$ cat src/rtl/dmem_arbiter.sv
// Two-port round-robin arbiter in front of a single-ported data memory.
// Each accepted request takes three cycles: accept (IDLE), memory access
// (ACCESS) and a one-cycle response strobe (RESP).
module dmem_arbiter #(
  parameter int unsigned MEM_BYTES = 256
) (
  input  logic        clk,
  input  logic        rst_n,
  // port 0: load/store unit
  input  logic        req0_valid,
  input  logic        req0_wr,
  input  logic [31:0] req0_addr,
  input  logic [31:0] req0_wdata,
  output logic        req0_ready,
  output logic        rsp0_valid,
  output logic [31:0] rsp0_rdata,
  output logic        rsp0_err,
  // port 1: DMA/debug
  input  logic        req1_valid,
  input  logic        req1_wr,
  input  logic [31:0] req1_addr,
  input  logic [31:0] req1_wdata,
  output logic        req1_ready,
  output logic        rsp1_valid,
  output logic [31:0] rsp1_rdata,
  output logic        rsp1_err,
  // data memory
  output logic [31:0] mem_addr,
  output logic        mem_wr,
  output logic [31:0] mem_wdata,
  input  logic [31:0] mem_rdata
);

  localparam logic [1:0] StIdle   = 2'd0;
  localparam logic [1:0] StAccess = 2'd1;
  localparam logic [1:0] StResp   = 2'd2;

  // Highest legal word-aligned byte address.
  localparam logic [31:0] MaxAddr = 32'(MEM_BYTES - 4);

  logic [1:0]  state_q, state_d;
  logic        prio_q, prio_d;     // port favoured on a tie
  logic        port_q, port_d;     // port owning the in-flight transaction
  logic        wr_q, wr_d;
  logic        err_q, err_d;
  logic [31:0] addr_q, addr_d;
  logic [31:0] wdata_q, wdata_d;
  logic [31:0] rdata0_q, rdata0_d;
  logic        rerr0_q, rerr0_d;
  logic [31:0] rdata1_q, rdata1_d;
  logic        rerr1_q, rerr1_d;

  logic        in_idle;
  logic        gnt0, gnt1, accept;
  logic        sel_wr;
  logic [31:0] sel_addr, sel_wdata;
  logic [31:0] rsp_data;

  // Arbitration: a lone requester wins; on a tie the favoured port wins.
  always_comb begin
    in_idle   = (state_q == StIdle) && rst_n;
    gnt0      = in_idle && req0_valid && (!req1_valid || !prio_q);
    gnt1      = in_idle && req1_valid && (!req0_valid || prio_q);
    accept    = gnt0 || gnt1;
    sel_wr    = gnt1 ? req1_wr    : req0_wr;
    sel_addr  = gnt1 ? req1_addr  : req0_addr;
    sel_wdata = gnt1 ? req1_wdata : req0_wdata;
  end

  // Next-state logic for the FSM, request latches and response registers.
  always_comb begin
    state_d  = state_q;
    prio_d   = prio_q;
    port_d   = port_q;
    wr_d     = wr_q;
    err_d    = err_q;
    addr_d   = addr_q;
    wdata_d  = wdata_q;
    rdata0_d = rdata0_q;
    rerr0_d  = rerr0_q;
    rdata1_d = rdata1_q;
    rerr1_d  = rerr1_q;

    // Rejected accesses return zero; writes echo their data.
    if (err_q) begin
      rsp_data = 32'h0000_0000;
    end else if (wr_q) begin
      rsp_data = wdata_q;
    end else begin
      rsp_data = mem_rdata;
    end

    case (state_q)
      StIdle: begin
        if (accept) begin
          state_d = StAccess;
          prio_d  = gnt0;  // favour the other port next time
          port_d  = gnt1;
          wr_d    = sel_wr;
          addr_d  = sel_addr;
          wdata_d = sel_wdata;
          err_d   = (sel_addr[1:0] != 2'b00) || (sel_addr > MaxAddr);
        end
      end
      StAccess: begin
        state_d = StResp;
        if (port_q) begin
          rdata1_d = rsp_data;
          rerr1_d  = err_q;
        end else begin
          rdata0_d = rsp_data;
          rerr0_d  = err_q;
        end
      end
      StResp: begin
        state_d = StIdle;
      end
      default: begin
        state_d = StIdle;
      end
    endcase
  end

  // State registers with synchronous active-low reset.
  always_ff @(posedge clk) begin
    if (!rst_n) begin
      state_q  <= StIdle;
      prio_q   <= 1'b0;
      port_q   <= 1'b0;
      wr_q     <= 1'b0;
      err_q    <= 1'b0;
      addr_q   <= 32'h0000_0000;
      wdata_q  <= 32'h0000_0000;
      rdata0_q <= 32'h0000_0000;
      rerr0_q  <= 1'b0;
      rdata1_q <= 32'h0000_0000;
      rerr1_q  <= 1'b0;
    end else begin
      state_q  <= state_d;
      prio_q   <= prio_d;
      port_q   <= port_d;
      wr_q     <= wr_d;
      err_q    <= err_d;
      addr_q   <= addr_d;
      wdata_q  <= wdata_d;
      rdata0_q <= rdata0_d;
      rerr0_q  <= rerr0_d;
      rdata1_q <= rdata1_d;
      rerr1_q  <= rerr1_d;
    end
  end

  // Outputs; everything is forced low while reset is asserted so a
  // pending write or response cannot leak out.
  always_comb begin
    req0_ready = gnt0;
    req1_ready = gnt1;
    mem_addr   = addr_q;
    mem_wdata  = wdata_q;
    mem_wr     = rst_n && (state_q == StAccess) && wr_q && !err_q;
    rsp0_valid = rst_n && (state_q == StResp) && !port_q;
    rsp1_valid = rst_n && (state_q == StResp) && port_q;
    rsp0_rdata = rst_n ? rdata0_q : 32'h0000_0000;
    rsp0_err   = rst_n && rerr0_q;
    rsp1_rdata = rst_n ? rdata1_q : 32'h0000_0000;
    rsp1_err   = rst_n && rerr1_q;
  end

endmodule

$ cat config.mk
export PLATFORM = sky130hd
export DESIGN_NAME = dmem_arbiter
export DESIGN_NICKNAME = d
export VERILOG_FILES = /design/src/rtl/dmem_arbiter.sv
export SDC_FILE = /design/constraint.sdc
export NUM_CORES = 1
export LEC_CHECK = 0
export CAP_MARGIN = 10
export CORE_MARGIN = 2
export CORE_UTILIZATION = 38
export CTS_BUF_LIST = sky130_fd_sc_hd__clkbuf_4 sky130_fd_sc_hd__clkbuf_8
export CTS_CLUSTER_SIZE = 40
export DETAILED_ROUTE_END_ITERATION = 12
export PLACE_DENSITY_LB_ADDON = 0.1
export SETUP_SLACK_MARGIN = 0.4
export SYNTH_ARGS = -nofsm -noshare
export SYNTH_HDL_FRONTEND = slang
export SYNTH_SLANG_ARGS = --single-unit
$ cat constraint.sdc
create_clock -name clk -period 1.5 [get_ports clk]
set_input_delay 0.3 -clock clk [delete_from_list [all_inputs] [get_ports clk]]
set_output_delay 0.3 -clock clk [all_outputs]
set_load 0.02 [all_outputs]
Yosys cells after proc, flatten, opt, wreduce, memory -nomap -nowiden

Index checks and enable logic that the tools add are counted.

Memory bits (writable): 0
Bits of input ports: 166
Memories: 0
Word-level logic and storage cells: 52
Register bits: 136
Memory bits (read-only): 0
Latch bits: 0

Reduce and logical (&&, ||, !) cells: 27
Shift-type cells: 0
Div/mod/pow operators: 0
Add/subtract/negate cells: 0
$mul: 0
Bitwise operators: 1
Equal/unequal tests: 3
Multiplexer cells: 9
Magnitude comparators: 1

Operator list:

| kind                | count |
|---|---|
| $mux 32             | 6 |
| $gt 32x8->1 const B | 1 |
| $logic_and 1x1->1   | 13 |
| $reduce_and 2->1    | 3 |
| $logic_not 1->1     | 5 |
| $logic_or 1x1->1    | 4 |
| $pmux 2 s2          | 1 |
| $eq 2x1->1 const B  | 1 |
| $eq 2x2->1 const B  | 1 |
| $logic_not 2->1     | 1 |
| $mux 2              | 1 |
| $ne 2x2->1 const B  | 1 |
| $reduce_bool 2->1   | 1 |
| $mux 1              | 1 |
| $not 1->1           | 1 |

Longest topological paths before layout

Depth after elaboration: 7
Depth in mapped cells: 7
Depth with buffers taken out: 5

Least setup slack after synthesis

Ideal clock, no wire load.

Kind: input -> output
Start point: in rst_n
End point: out rsp0_valid
Path buffers: 2
Stages on the path: 4
Data required time: 1.200 ns
Arrival: 1.518 ns
Path slack: -0.318 ns
Path through: buf_4 > clkinv_1 > clkbuf_1 > nor4b_1

Longest elaborated chain between the ends: 2

Ends and longest elaborated chain:

| element                        | line | text |
|---|---|---|
| start: declaration             | 8    | `input logic rst_n,` |
| $logic_and 1x1->1 (2 in a row) | 161  | `rsp0_valid = rst_n && (state_q == StResp) && !port_q;` |
| end: declaration               | 15   | `output logic rsp0_valid,` |

No other way between the ends.

Worst setup path in the final report

Start point: reg state_q[0]
End point: out req0_ready

Longest elaborated chain between the ends: 4

Ends and longest elaborated chain:

| element                        | line | text |
|---|---|---|
| start: declaration             | 41   | `logic [1:0] state_q, state_d;` |
| start signal: assignment       | 127  | `state_q <= StIdle;` |
| start signal: assignment       | 139  | `state_q <= state_d;` |
| $logic_not 2->1                | 61   | `in_idle = (state_q == StIdle) && rst_n;` |
| $logic_and 1x1->1              | 61   |  |
| $logic_and 1x1->1 (2 in a row) | 62   | `gnt0 = in_idle && req0_valid && (!req1_valid \|\| !prio_q);` |
| end: declaration               | 14   | `output logic req0_ready,` |

No other way between the ends.

==> metrics.md <==
| Metric | Value |
|---|---|
| Final non-filler cell total | `1,388` |
| Share of cells above drive strength 1 | `51.7%` |
| Root buffer cell | `clkbuf_8` |
| Leakage | `5.14 nW` |
| Hpwl dp | `16,300 µm` |
| RSZ-0062 raised after global routing | `true` |
| Vias per inst | `5.03` |
| Reg clk slew, reported paths | `80 ps` |
| Cell row count | `47` |
| Mapped cell area | `0.00637 mm²` |
| Layout Nets | `1,320` |
| Max Clock Skew | `14.9 ps` |
| Comb pwr share | `29.4%` |
| VDD IR max | `0.537 mV` |
| Sequential area share after synthesis | `42.7%` |
| R2r startpoint | `state_q[0]` |
| Clock network power share | `31.5%` |
| Most frequent cells in the layout | `164 x clkdlybuf4s50_1, 153 x nand2_1, 144 x buf_6` |
| Clock Path Buffers | `2` |
| Die Height | `133 µm` |
| Cells after DPL | `1,292` |
| Status | `finished, violations left` |
| Required @ worst endpoint | `1200 ps` |
| Sequential share of power | `39.1%` |
| Critical Path AT | `1430 ps` |
| First-pass GRT wire length | `37,400 µm` |
| Final Hold Vio Count | `0` |
| Cts hold-fix bufs | `0` |
| Most common cell after layout, fill and taps aside | `clkdlybuf4s50_1` |
| Vias in the first global route | `6,805` |
| GP Congestion | `0.843` |
| Crit path max fanout | `3` |
| CTS buffer count | `17` |
| Met3 Track Usage GR | `6.74%` |
| # DRC | `0` |
| DR iter-0 viols | `384` |
| H-tree lvl count | `4` |
| Largest net degree at the start of global routing | `45` |
| Tcrit/Tclk final | `116%` |
| HP Class | `in2reg` |
| Slew HR | `65.9%` |
| Synth Warn # | `0` |
| Maximum clock rate | `0.576 GHz` |
| Cells after synthesis | `783` |
| Initial antenna violation count | `1` |
| Area grow syn2layout | `92.1%` |
| GR Util All Layers | `27.0%` |
| Setup violators final | `69` |
| Int Pwr | `7.26 mW` |
| Post-Place Cell Area | `0.00998 mm²` |
| Most Used Layer, Global Route | `met2` |
| Worst-margin pin slew | `512 ps` |
| PwrDens | `850 mW/mm²` |
| Worst-Skew Late Latency | `450 ps` |
| Net switching power | `3.14 mW` |
| Wirelength, routed | `25,200 µm` |
| Crit path kind | `reg2out` |
| Crit path time final | `1730 ps` |
| Wire per inst | `18.2 µm` |
| Switching Fraction | `30.2%` |
| Synth Register Bits | `136` |
| DR pass1 iterations | `4` |
| Synth Area per Inst | `8.14 µm²` |
| Post-route ant nets | `0` |
| Setup ws final | `-235 ps` |
| Slew Viols, Final | `0` |
| DP Worst Slack | `-550 ps` |
| Ports | `301` |
| Die Area | `0.0178 mm²` |
| Setup_tns | `-7940 ps` |
| Final instance area | `0.0122 mm²` |
| Initial core utilization | `38.7%` |
| Clock Sinks | `136` |
| Max Cap Violations | `0` |
| Via count | `6,987` |
| Worst Setup End Kind | `output pin` |
| Startpoint Class | `register` |
| Post-synth cell types | `35` |
| Post-Syn Nets | `949` |
| Congestion Overflow GR | `0` |
| Port Buffers | `300` |
| Crit path from | `state_q[0]` |
| Failing checks | `negative setup slack` |
| Die W | `133 µm` |
| Core Area | `0.0165 mm²` |
| GR Util met1 | `34.5%` |
| Hold Path Origin | `rst_n` |
| CTS tree | `done` |
| GRT met2 Usage | `44.3%` |
## registers in the layout, indices dropped and copies added, names as in the netlist, 2 cells and up
register and count:
rdata1_q 32, mem_addr 32, rdata0_q 32, state_q 2, mem_wdata 32
## kinds of logic (layout without fill, tap and decap cells)
group	Yosys count	after routing	share of synthesized area, %
AOI/OAI and AO/OA	138	138	13.8
buffers and inverters	71	455	4.83
DFF	136	136	42.7
muxes	87	87	13.7
other	0	1	0
and+or+nand+nor	351	351	25.0
## power groups by stage
stage          sequential (mW)  clock [mW]  combinational [mW]
6_report                  4.06        3.27                3.06
3_3_place_gp              4.08           0                2.35
4_1_cts                   4.06        3.30                2.86
5_1_grt                   4.09        3.47                3.24
2_1_floorplan             4.24           0               0.965
3_5_place_dp              4.08           0                2.36
## stage by stage
| step | util [%] | hold WS (ps) | total power [mW] |
|---|---|---|---|
| global route | 74.3 | 228 | 10.8 |
| detailed placement | 60.6 | 442 | 6.45 |
| floorplan | - | 432 | 5.20 |
| CTS | 71.6 | 217 | 10.2 |
| global placement | 60.6 | 438 | 6.43 |
| finish | 74.3 | 243 | 10.4 |
## layout make-up
type,instances,area [µm²]
repair buffers,419,4600
fillers,1230,4230
multi-input cells,576,4020
flip-flops and latches,136,2890
well taps,220,275
clock buffers,19,255
clock inverters,13,169
inverters,4,20.0
diodes,1,2.50
## critical path: stages (launching register included)
cell	delay, ps
dfxtp_2	350
nor3b_4	240
buf_6	140
nand3_4	100
inv_4	70
buf_6	100
## Yosys cell counts, drive strengths merged
master / count / area, µm²
a311o: 1 / 10.0
clkbuf: 44 / 165
a211oi: 55 / 413
o21ai: 3 / 15.0
a311oi: 9 / 78.8
and4b: 1 / 10.0
nor3b: 1 / 18.8
and2: 69 / 432
a31o: 1 / 8.76
nor4b: 1 / 8.76
a31oi: 1 / 6.26
clkinv: 1 / 3.75
and3b: 1 / 8.76
nand4: 2 / 12.5
and4: 1 / 8.76
or2: 1 / 6.26
nand2: 154 / 578
and3: 1 / 6.26
a2111o: 1 / 11.3
inv: 3 / 11.3
nor4: 10 / 62.6
a21oi: 67 / 335
nor2b: 2 / 12.5
dfxtp: 136 / 2720
nor2: 98 / 368
nand3: 5 / 35.0
nor3: 2 / 10.0
buf: 23 / 128
mux2i: 87 / 871
nand2b: 2 / 12.5
## layer usage
| layer | wire length [µm] | vias to the layer above |
|---|---|---|
| met3 | 1540 | 43 |
| met4 | 665 | 0 |
| li1 | - | 3413 |
| met1 | 10900 | 3285 |
| met5 | 0 | - |
| met2 | 12200 | 246 |
## final timing paths
check / endpoint / slack (ps) / depth (start not counted)
min reg2reg: rdata0_q[12] / 450 / 2
max reg2reg: mem_wdata[26] / -220 / 8
max: req0_ready / -230 / 5
min: state_q[1] / 240 / 2
## timing repair
item | in CTS | in global routing
endpoints found under the setup margin | 270 | 270
pin swaps | 26 | 7
gates cloned | 9 | 6
resized for setup | 1100 | 57
setup buffers | 39 | 9
(Power assumes the default switching activity.)
